==> src/rtl/gray_counter_param.sv <==
// rtl/gray_counter_param.sv - parametrised up/down Gray counter with load, tc and wrap flags
// Optional build macro GRAY_CNT_SATURATE_EN: hold at the terminal value instead of wrapping.
module gray_counter_param #(
  parameter int unsigned          WIDTH     = 4,
  parameter logic [WIDTH-1:0]     RESET_VAL = '0
) (
  input  logic             clk,
  input  logic             reset,
  input  logic             en,
  input  logic             up_dn,
  input  logic             load,
  input  logic [WIDTH-1:0] load_val,
  output logic [WIDTH-1:0] bin_q,
  output logic [WIDTH-1:0] gray_q,
  output logic             tc,
  output logic             wrap
);

  function automatic logic [WIDTH-1:0] to_gray(input logic [WIDTH-1:0] b);
    return b ^ (b >> 1);
  endfunction

  logic [WIDTH-1:0] bin_step;
  logic [WIDTH-1:0] bin_next;
  logic             wrap_next;

  assign tc = up_dn ? (&bin_q) : ~(|bin_q);

  always_comb begin
    bin_step  = up_dn ? (bin_q + 1'b1) : (bin_q - 1'b1);
    bin_next  = bin_step;
    wrap_next = tc;
`ifdef GRAY_CNT_SATURATE_EN
    // At the terminal value the step is suppressed, so no wrap can occur.
    if (tc) begin
      bin_next = bin_q;
    end
    wrap_next = 1'b0;
`endif
  end

  // Gray is derived from the same next-binary value so both registers stay consistent.
  always_ff @(posedge clk) begin
    if (reset) begin
      bin_q  <= RESET_VAL;
      gray_q <= to_gray(RESET_VAL);
      wrap   <= 1'b0;
    end else if (load) begin
      bin_q  <= load_val;
      gray_q <= to_gray(load_val);
      wrap   <= 1'b0;
    end else if (en) begin
      bin_q  <= bin_next;
      gray_q <= to_gray(bin_next);
      wrap   <= wrap_next;
    end else begin
      wrap   <= 1'b0;
    end
  end

endmodule

==> config.mk <==
export PLATFORM = sky130hd
export DESIGN_NAME = gray_counter_param
export DESIGN_NICKNAME = d
export VERILOG_FILES = /design/src/rtl/gray_counter_param.sv
export SDC_FILE = /design/constraint.sdc
export NUM_CORES = 1
export LEC_CHECK = 0
export CAP_MARGIN = 20
export CORE_MARGIN = 2
export CORE_UTILIZATION = 48
export DETAILED_ROUTE_END_ITERATION = 8
export PLACE_DENSITY_LB_ADDON = 0.3
export SLEW_MARGIN = 10
export SYNTH_ARGS = -nofsm -noshare
export SYNTH_HDL_FRONTEND = slang
export SYNTH_SLANG_ARGS = --single-unit
export TNS_END_PERCENT = 30
==> constraint.sdc <==
create_clock -name clk -period 5.3 [get_ports clk]
set_input_delay 1.06 -clock clk [delete_from_list [all_inputs] [get_ports clk]]
set_output_delay 1.06 -clock clk [all_outputs]
set_load 0.05 [all_outputs]
==> impl_metrics.tcl, run 1 <==
set metrics [dict create \
    rr_endpoint "gray_q[2]" \
    cts.repair.resized 0 \
    layout_min_cycle_time_ns 3.91 \
    cpPeakStageDelay_ns 0.84 \
    n_antenna_cell 0 \
    period_share_pct 73.7 \
    cp_max_fo 8 \
    grt-ovfl-total 0 \
    clk_latency_ns 0.25 \
    path_cells "clkdlybuf4s50_1 -> inv_1 -> o21ai_0 -> clkdlybuf4s50_1" \
    ir_drop_mv 0.166 \
    cp.arrival_ns 2.85 \
    rows 13 \
    cp-startpoint "up_dn" \
    pre_cts_ws_ns 1.38 \
    grt_pass1_vias 504 \
    h-tree-depth 1 \
    die_x_um 40.1 \
    postCtsSetupBuffers 0 \
    rsz0062_at_grt "no" \
    wl_per_cell_um 13.0 \
    synth_fp_nets 84 \
    netlist_instances 72 \
    cpMaxStageDelayCell "clkdlybuf4s50_1" \
    crit_buf_inv 3 \
    synth-seq-cells 8 \
    vias 564 \
    cp_top_family "buffers and inverters" \
    viasPerCell 5.48 \
    clockRootBuffer "clkbuf_4" \
    status "finished clean" \
    postRouteWirelength_mm 1.34 \
    syn_area_per_cell_um2 8.69 \
    finalPower_mw 0.213 \
    grt_max_degree 14 \
    worstSetupPathType "in -> out" \
    cts_num_sinks 8 \
    fin_setup_tns_ns 0 \
    grt_usage_pct 20.4 \
    post-route-drc-count 0 \
    fin_nets 102 \
    initial_core_util_pct 50.0 \
    drive_gt1_share_pct 7.95 \
    syn-cell-area_um2 626 \
    synthTopCellsByArea "dfxtp_1 26%, xor2_1 5.6%, a21oi_1 4.8%, a2111oi_4 4.4%, xnor2_1 4.2%" \
    cap_viol_max_count 0 \
    yosysTopAreaCellShare_pct 25.6 \
    hpwl_mm 1.05 \
    relSlewSlack_pct 66.7 \
    cts_tree "yes" \
    rrSetupSlack_ns 3.35 \
    crit_top_cell "clkdlybuf4s50_1" \
    globalplace.congestion 0.755 \
    rr_worst_depth 5 \
    startpoint_type "primary input" \
    setup_viol 0 \
    cp.required_ns 4.24 \
    core_um2 1250 \
    hold_class "reg -> reg" \
    fill_cells 116 \
    finalHoldViolCount 0 \
    clockBufferDepth 2 \
    ant_nets 0 \
    grt_pass1_wl_mm 2.13 \
    cts_inserted_buffers 3 \
    synth_top_area_cell "dfxtp_1" \
    slew_viol_final 0 \
    cts_hold_buf 0 \
    final_common_cell "clkdlybuf4s50_1" \
    critPathCaptureType "output port" \
    dr.pass1.iters 4 \
    num_io_pins 19 \
    worst_pin_slew_ns 0.498 \
    worst-path-stages 4 \
    syn_to_final_growth_pct 30.6 \
    die_height_um 40.1 \
    p_leak_nw 0.326 \
    yosys_warnings 0 \
    skew_ns 0.00344 \
    fmax_mhz 256 \
    hold-worst-slack_ns 0.553 \
    r2r-start "bin_q[0]" \
    p_per_area_nw_per_um2 261 \
    path_clk_slew_ns 0.05 \
    drt_iter0_drc 3 \
    dieArea_um2 1610 \
    portBuffers 18 \
    antenna_found_initial 0 \
    timing.final.ws_setup_ns 1.39 \
    yosysUniqueCellTypes 37 \
    yosysSeqAreaShare_pct 25.6 \
    mostFrequentLayoutCells "18 x clkdlybuf4s50_1, 8 x dfxtp_1, 6 x nand2_1, 6 x nor2_1, 6 x a21oi_1" \
    cp-endpoint "tc" \
]
-- flip-flops by register name, summed over array words and instances, names as in the netlist --
signal and flops:
bin_q 4, gray_q 3, wrap 1
-- power breakdown --
part / total [mW] / switching (mW) / leakage, nW / internal, mW
logic: 0.0948 / 0.0546 / 0.246 / 0.0402
registers: 0.0722 / 0.00651 / 0.0664 / 0.0657
clock network: 0.0464 / 0.0205 / 0.0138 / 0.0259
total: 0.213 / 0.0817 / 0.326 / 0.132
-- cell type report --
type	instances	area (um2)	area share, %
multi-input cells	55	420	51.5
flip-flops and latches	8	160	19.6
repair buffers	18	180	22.1
inverters	4	15.0	1.84
well taps	15	18.8	2.30
clock buffers	3	22.5	2.76
-- per-stage QoR --
step	util (%)	cells	instance area, um2
2_1_floorplan	-	72	626
3_3_place_gp	63.4	100	795
3_5_place_dp	63.4	100	795
4_1_cts	65.2	103	817
5_1_grt	65.2	103	817
6_report	65.2	103	817
-- worst register-to-register path, stage by stage (launching register included) --
cell       delay [ns]
dfxtp_1          0.40
fa_1             0.44
xnor2_1          0.40
o22ai_1          0.13
and3_4           0.17
a2111oi_4        0.29
-- cell families after synthesis --
group	synth area share (%)
xor gates and xnor gates	13.4
buffers and inverters	7.20
AOI/OAI and AO/OA	21.6
adders and majority gates	7.20
DFF	25.6
and+or+nand+nor	23.4
muxes	1.60
-- routing by layer --
metal  track usage (%)  vias up  share of wire [%]
li1                  -      288                  -
met1              23.3      261                 45
met2              34.3       13                 50
met3              8.89        2                4.7
met4              5.17        0               0.30
met5                 0        -                  0
-- how the worst min path moves through the flow --
stage | startpoint | end | slack [ns] | cells after the start
2_1_floorplan | gray_q[0] | gray_q[0] | 0.76 | 2
4_1_cts | gray_q[0] | gray_q[0] | 0.55 | 2
3_5_place_dp | gray_q[0] | gray_q[0] | 0.54 | 2
5_1_grt | gray_q[0] | gray_q[0] | 0.57 | 2
6_report | gray_q[0] | gray_q[0] | 0.55 | 2
3_3_place_gp | gray_q[0] | gray_q[0] | 0.54 | 2
-- synthesized netlist by cell type (all sizes together) --
cell,number
nand2b,1
and2b,1
o21ai,1
nor2b,2
nor2,6
o211ai,1
a221o,1
dfxtp,8
fa,1
inv,4
nand4,1
nor4,1
mux2i,1
nor3b,1
clkbuf,2
nor3,1
a211oi,3
xnor2,3
nand3,1
a2111oi,1
or4,1
xnor3,1
or2,1
and3,2
o2111ai,1
a221oi,1
buf,3
a21oi,7
ha,2
nand2,6
o22ai,1
and4,1
xor2,4
No activity file was read; power rests on OpenSTA's default activity.
==> inputs of run 2 (changes only) <==
- CORE_UTILIZATION: 48 -> 45
- clock period: 5.3 -> 3.8 ns (I/O delays scaled with it)
==> run 2 against run 1 <==
  * Count of clock-buffer cells in the layout unchanged
  * Sequential share of layout area unchanged
  * Combinational power up 39%
  * Clock power up 36%
  * Clock skew up 0.00058 ns
==> impl_metrics.tcl, run 2 (synthesis results as in run 1) <==
set metrics [dict create \
    cp.required_ns 3.04 \
    worst_pin_slew_ns 0.496 \
    cpMaxStageDelayCell "clkdlybuf4s50_1" \
    core_um2 1300 \
    cp_max_fo 8 \
    clockRootBuffer "clkbuf_4" \
    relSlewSlack_pct 66.8 \
    initial_core_util_pct 48.1 \
    cts_tree "yes" \
    die_height_um 41.3 \
    cts.repair.resized 0 \
    grt-ovfl-total 0 \
    dr.max_layer_used "met4" \
    ant_nets 0 \
    largest_register_ffs 4 \
    post-route-drc-count 0 \
    dieArea_um2 1700 \
    final_util_pct 62.8 \
    portBuffers 18 \
    crit_top_cell "clkdlybuf4s50_1" \
    p_per_area_nw_per_um2 362 \
    cpPeakStageDelay_ns 0.84 \
    die_x_um 41.3 \
    startpoint_type "primary input" \
    h-tree-depth 1 \
    reg_top3 "bin_q: 4 flops, gray_q: 3 flops, wrap: 1 flops" \
    cp_top_family "buffers and inverters" \
    postRouteWirelength_mm 1.37 \
    largest-register "bin_q" \
    status "finished clean" \
    p_sw_share_pct 37.9 \
    wl_met1_um 643 \
    setup_viol 0 \
    grt_pass1_wl_mm 2.10 \
    drt_iter0_drc 9 \
    worstSetupPathType "in -> out" \
    drive_gt1_share_pct 7.95 \
    wl_per_cell_um 13.3 \
    wl_met3_um 69 \
    vias 582 \
    globalplace.congestion 0.781 \
    final_common_cell "clkdlybuf4s50_1" \
    ir_drop_mv 0.226 \
    critPathCaptureType "output port" \
    cts_num_sinks 8 \
    seq_power_share_pct 34.1 \
    route.met2.wl_um 646 \
    intPower_mw 0.184 \
    rows 13 \
    clk_latency_ns 0.25 \
    fin_nets 102 \
    cp.arrival_ns 2.56 \
    path_clk_slew_ns 0.05 \
    period_share_pct 87.4 \
    fmax_mhz 301 \
    num_io_pins 19 \
    grt_usage_pct 19.8 \
    hold_class "reg -> reg" \
    cts_inserted_buffers 3 \
    cts_hold_buf 0 \
    layoutNonFillerInstCount 103 \
    p_switching_mw 0.112 \
    layout_min_cycle_time_ns 3.32 \
    syn_to_final_growth_pct 30.6 \
    rsz0062_at_grt "no" \
    grt_max_degree 14 \
    dp_cells 100 \
    n_antenna_cell 0 \
    viasPerCell 5.65 \
    dr.pass1.iters 4 \
    cap_viol_max_count 0 \
    fin_setup_tns_ns 0 \
    skew_ns 0.00402 \
    grt_pass1_vias 487 \
    crit_buf_inv 3 \
    mostFrequentLayoutCells "18 x clkdlybuf4s50_1, 8 x dfxtp_1, 6 x nand2_1, 6 x nor2_1, 6 x a21oi_1" \
    antenna_found_initial 0 \
    pwr-share-comb_pct 44.5 \
    hpwl_um 994 \
    clockBufferDepth 2 \
    path_cells "clkdlybuf4s50_1 -> inv_1 -> o21ai_0 -> clkdlybuf4s50_1" \
    slew_viol_final 0 \
    p_leak_nw 0.326 \
    finalHoldViolCount 0 \
    clockPowerShare_pct 21.4 \
    postCtsSetupBuffers 0 \
]
run 2: cell counts in the layout (fill, tap and decap cells not counted):
Identical to the previous run, type by type.
run 2: layout make-up:
type	count	area (um2)
Tap cell	15	18.8
Inverter	4	15.0
Sequential cell	8	160
Clock buffer	3	22.5
Multi-Input combinational cell	55	420
Timing Repair Buffer	18	180
Fill cell	118	484
run 2: power by group through the flow:
stage,Clock [mW],Combinational (mW),Sequential [mW]
floorplan,0,0.0732,0.126
global route,0.0715,0.141,0.102
CTS,0.0661,0.131,0.101
detailed placement,0,0.130,0.103
finish,0.0632,0.132,0.101
global placement,0,0.130,0.102
run 2: per-stage QoR:
stage	cell area, um2	setup WS (ns)	power [mW]	hold slack, ns
2_1_floorplan	626	0.985	0.199	0.765
3_3_place_gp	795	0.545	0.232	0.533
3_5_place_dp	795	0.514	0.233	0.539
4_1_cts	817	0.491	0.298	0.552
5_1_grt	817	0.432	0.315	0.564
6_report	817	0.479	0.296	0.547
run 2: layer usage:
| metal | vias up | global-route usage [%] |
|---|---|---|
| met4 | 0 | 9.68 |
| li1 | 288 | - |
| met3 | 2 | 6.52 |
| met5 | - | 0 |
| met1 | 274 | 25.7 |
| met2 | 18 | 28.9 |
run 2: path summary, 6_finish.rpt:
check	end	startpoint	slack (ns)	cells after the start
max	tc	up_dn	0.48	4
min	gray_q[0]	gray_q[0]	0.55	2
max reg2reg	gray_q[2]	bin_q[0]	1.90	5
min reg2reg	gray_q[0]	gray_q[0]	0.55	2
run 2: worst reg2reg max path: stages, from the launching register on:
cell and delay [ns]:
dfxtp_1 0.41, fa_1 0.44, xnor2_1 0.35, o22ai_1 0.13, and3_4 0.17, a2111oi_4 0.29
==> inputs of run 3 (changes only) <==
- ABC_AREA: unset -> 1
- CORE_UTILIZATION: 45 -> 39
- clock period: 3.8 -> 2.7 ns (I/O delays scaled with it)
==> run 3 against run 2 <==
  * Cell count increased by 23%
  * Clock skew up 0.0065 ns
  * Hold slack worse by 0.018 ns
  * Register-to-register slack worse by 0.81 ns
  * Critical path depth rose by 1
  * Routed wire length up 7.4%
  * Global-route usage down 2.1 points
==> impl_metrics.tcl, run 3 <==
set metrics [dict create \
    grt_usage_pct 17.7 \
    synth_top_area_cell "dfxtp_1" \
    rsz0062_at_grt "no" \
    fill_cells 131 \
    syn_to_final_growth_pct 39.1 \
    cts_inserted_buffers 3 \
    design_area_um2 797 \
    grt_pass1_vias 557 \
    yosysTopAreaCellShare_pct 27.9 \
    dieArea_um2 1790 \
    layoutNonFillerInstCount 127 \
    syn_area_per_cell_um2 6.23 \
    slew_viol_final 0 \
    grt_max_degree 10 \
    skew_ns 0.0105 \
    cap_viol_max_count 0 \
    globalplace.congestion 0.825 \
    dp_cells 124 \
    initial_core_util_pct 43.0 \
    die_height_um 42.3 \
    drt_iter0_drc 16 \
    clk_latency_ns 0.26 \
    largest_register_ffs 4 \
    synth-seq-cells 8 \
    cp.arrival_ns 1.92 \
    synth_common_cells "22 x nand2_1, 16 x inv_1, 10 x nor2_1" \
    clockRootBuffer "clkbuf_4" \
    antenna_found_initial 0 \
    ir_drop_mv 0.271 \
    cp.required_ns 2.16 \
    synth-edff-count 0 \
    placed_area_um2 774 \
    layout_min_cycle_time_ns 2.46 \
    largest-register "bin_q" \
    postCtsSetupBuffers 0 \
    cts_tree "yes" \
    grt-ovfl-total 0 \
    postRouteWirelength_mm 1.47 \
    cts.repair.resized 0 \
    p_leak_nw 0.400 \
    post-route-drc-count 0 \
    worst_pin_slew_ns 0.508 \
    rows 13 \
    async_reset_ff_share_pct 0 \
    yosysSeqAreaShare_pct 27.9 \
    fin_setup_tns_ns 0 \
    p_per_area_nw_per_um2 516 \
    synth_top_flop_cell "dfxtp_1" \
    synthTopCellsByArea "dfxtp_1 28%, nand2_1 14%, inv_1 10%, nand3_1 7.0%, o21ai_0 7.0%" \
    cp_max_fo 4 \
    core_um2 1330 \
    worstSetupPathType "in -> out" \
    relSlewSlack_pct 65.9 \
    n_antenna_cell 0 \
    dr.pass1.iters 4 \
    ant_nets 0 \
    fin_nets 126 \
    hold-worst-slack_ns 0.529 \
    vias 668 \
    cts_num_sinks 8 \
    final_common_cell "nand2_1" \
    period_share_pct 91.1 \
    drive_gt1_share_pct 7.14 \
    wl_per_cell_um 11.6 \
    critPathCaptureType "output port" \
    path_clk_slew_ns 0.06 \
    status "finished clean" \
    netlist_instances 92 \
    syn-cell-area_um2 573 \
    cts_hold_buf 0 \
    fmax_mhz 407 \
    synth_fp_nets 104 \
    clockBufferDepth 2 \
    mostFrequentLayoutCells "22 x nand2_1, 17 x clkdlybuf4s50_1, 16 x inv_1" \
    yosysUniqueCellTypes 21 \
    grt_pass1_wl_mm 2.37 \
    die_x_um 42.3 \
    post-synth-top-count-cell "nand2_1" \
    setup_viol 0 \
    startpoint_type "primary input" \
    h-tree-depth 1 \
    viasPerCell 5.26 \
    portBuffers 18 \
    num_io_pins 19 \
    hpwl_mm 1.16 \
    hold_class "reg -> reg" \
    finalHoldViolCount 0 \
    yosys_warnings 0 \
    reg_top3 "bin_q: 4 flops, gray_q: 3 flops, wrap: 1 flops" \
]
[run 3: cell count changes in the layout (fill, tap and decap cells not counted), moves of 3 or more]
cell,change
nand2_1,+16
inv_1,+12
nand3_1,+8
o21ai_0,+7
nor2_1,+4
xor2_1,-4
a21oi_1,-3
[run 3: report_power, final]
part | internal, mW | leakage, nW | total [mW] | switching (mW)
sequential | 0.129 | 0.0664 | 0.139 | 0.0105
clock | 0.0510 | 0.0138 | 0.0939 | 0.0428
combinational | 0.0668 | 0.320 | 0.178 | 0.111
[run 3: worst paths after layout]
path                 start         to  slack, ns  cells after the start
setup / recovery     up_dn         tc       0.24                      5
hold / removal    bin_q[2]   bin_q[2]       0.53                      2
setup reg to reg  bin_q[1]  gray_q[0]       1.09                      7
hold reg to reg   bin_q[2]   bin_q[2]       0.53                      2
[run 3: critical path: stages]
cell,delay (ns)
clkdlybuf4s50_1,0.44
inv_1,0.16
nand2_1,0.10
o31ai_1,0.47
buf_12,0.20
[run 3: stage by stage]
stage	power [mW]	setup WS, ns	utilization [%]
2_1_floorplan	0.258	0.181	-
3_3_place_gp	0.315	0.338	58.1
3_5_place_dp	0.319	0.275	58.1
4_1_cts	0.416	0.268	59.8
5_1_grt	0.440	0.159	59.8
6_report	0.411	0.242	59.8
[run 3: routing by layer]
layer / GRT usage (%) / vias to the layer above / wire length [um]
li1: - / 335 / -
met1: 20.8 / 301 / 631
met2: 28.6 / 27 / 712
met3: 7.76 / 5 / 107
met4: 5.63 / 0 / 16
met5: 0 / - / 0
[run 3: layout make-up]
class | instances | area (um2) | area share (%)
Inverter | 17 | 63.8 | 8.01
Clock buffer | 3 | 22.5 | 2.83
Tap cell | 15 | 18.8 | 2.35
Timing Repair Buffer | 18 | 190 | 23.9
Multi-Input combinational cell | 66 | 342 | 42.9
Sequential cell | 8 | 160 | 20.1
[run 3: cells by family (layout without fill, tap and decap cells)]
logic type / count (synthesis) / count (layout) / share of synthesized area, %
simple gates: 45 / 45 / 33.4
flops: 8 / 8 / 27.9
buf+inv: 18 / 38 / 12.4
fa+ha+maj: 3 / 3 / 7.86
xor+xnor: 1 / 1 / 1.53
compound gates: 17 / 17 / 16.8
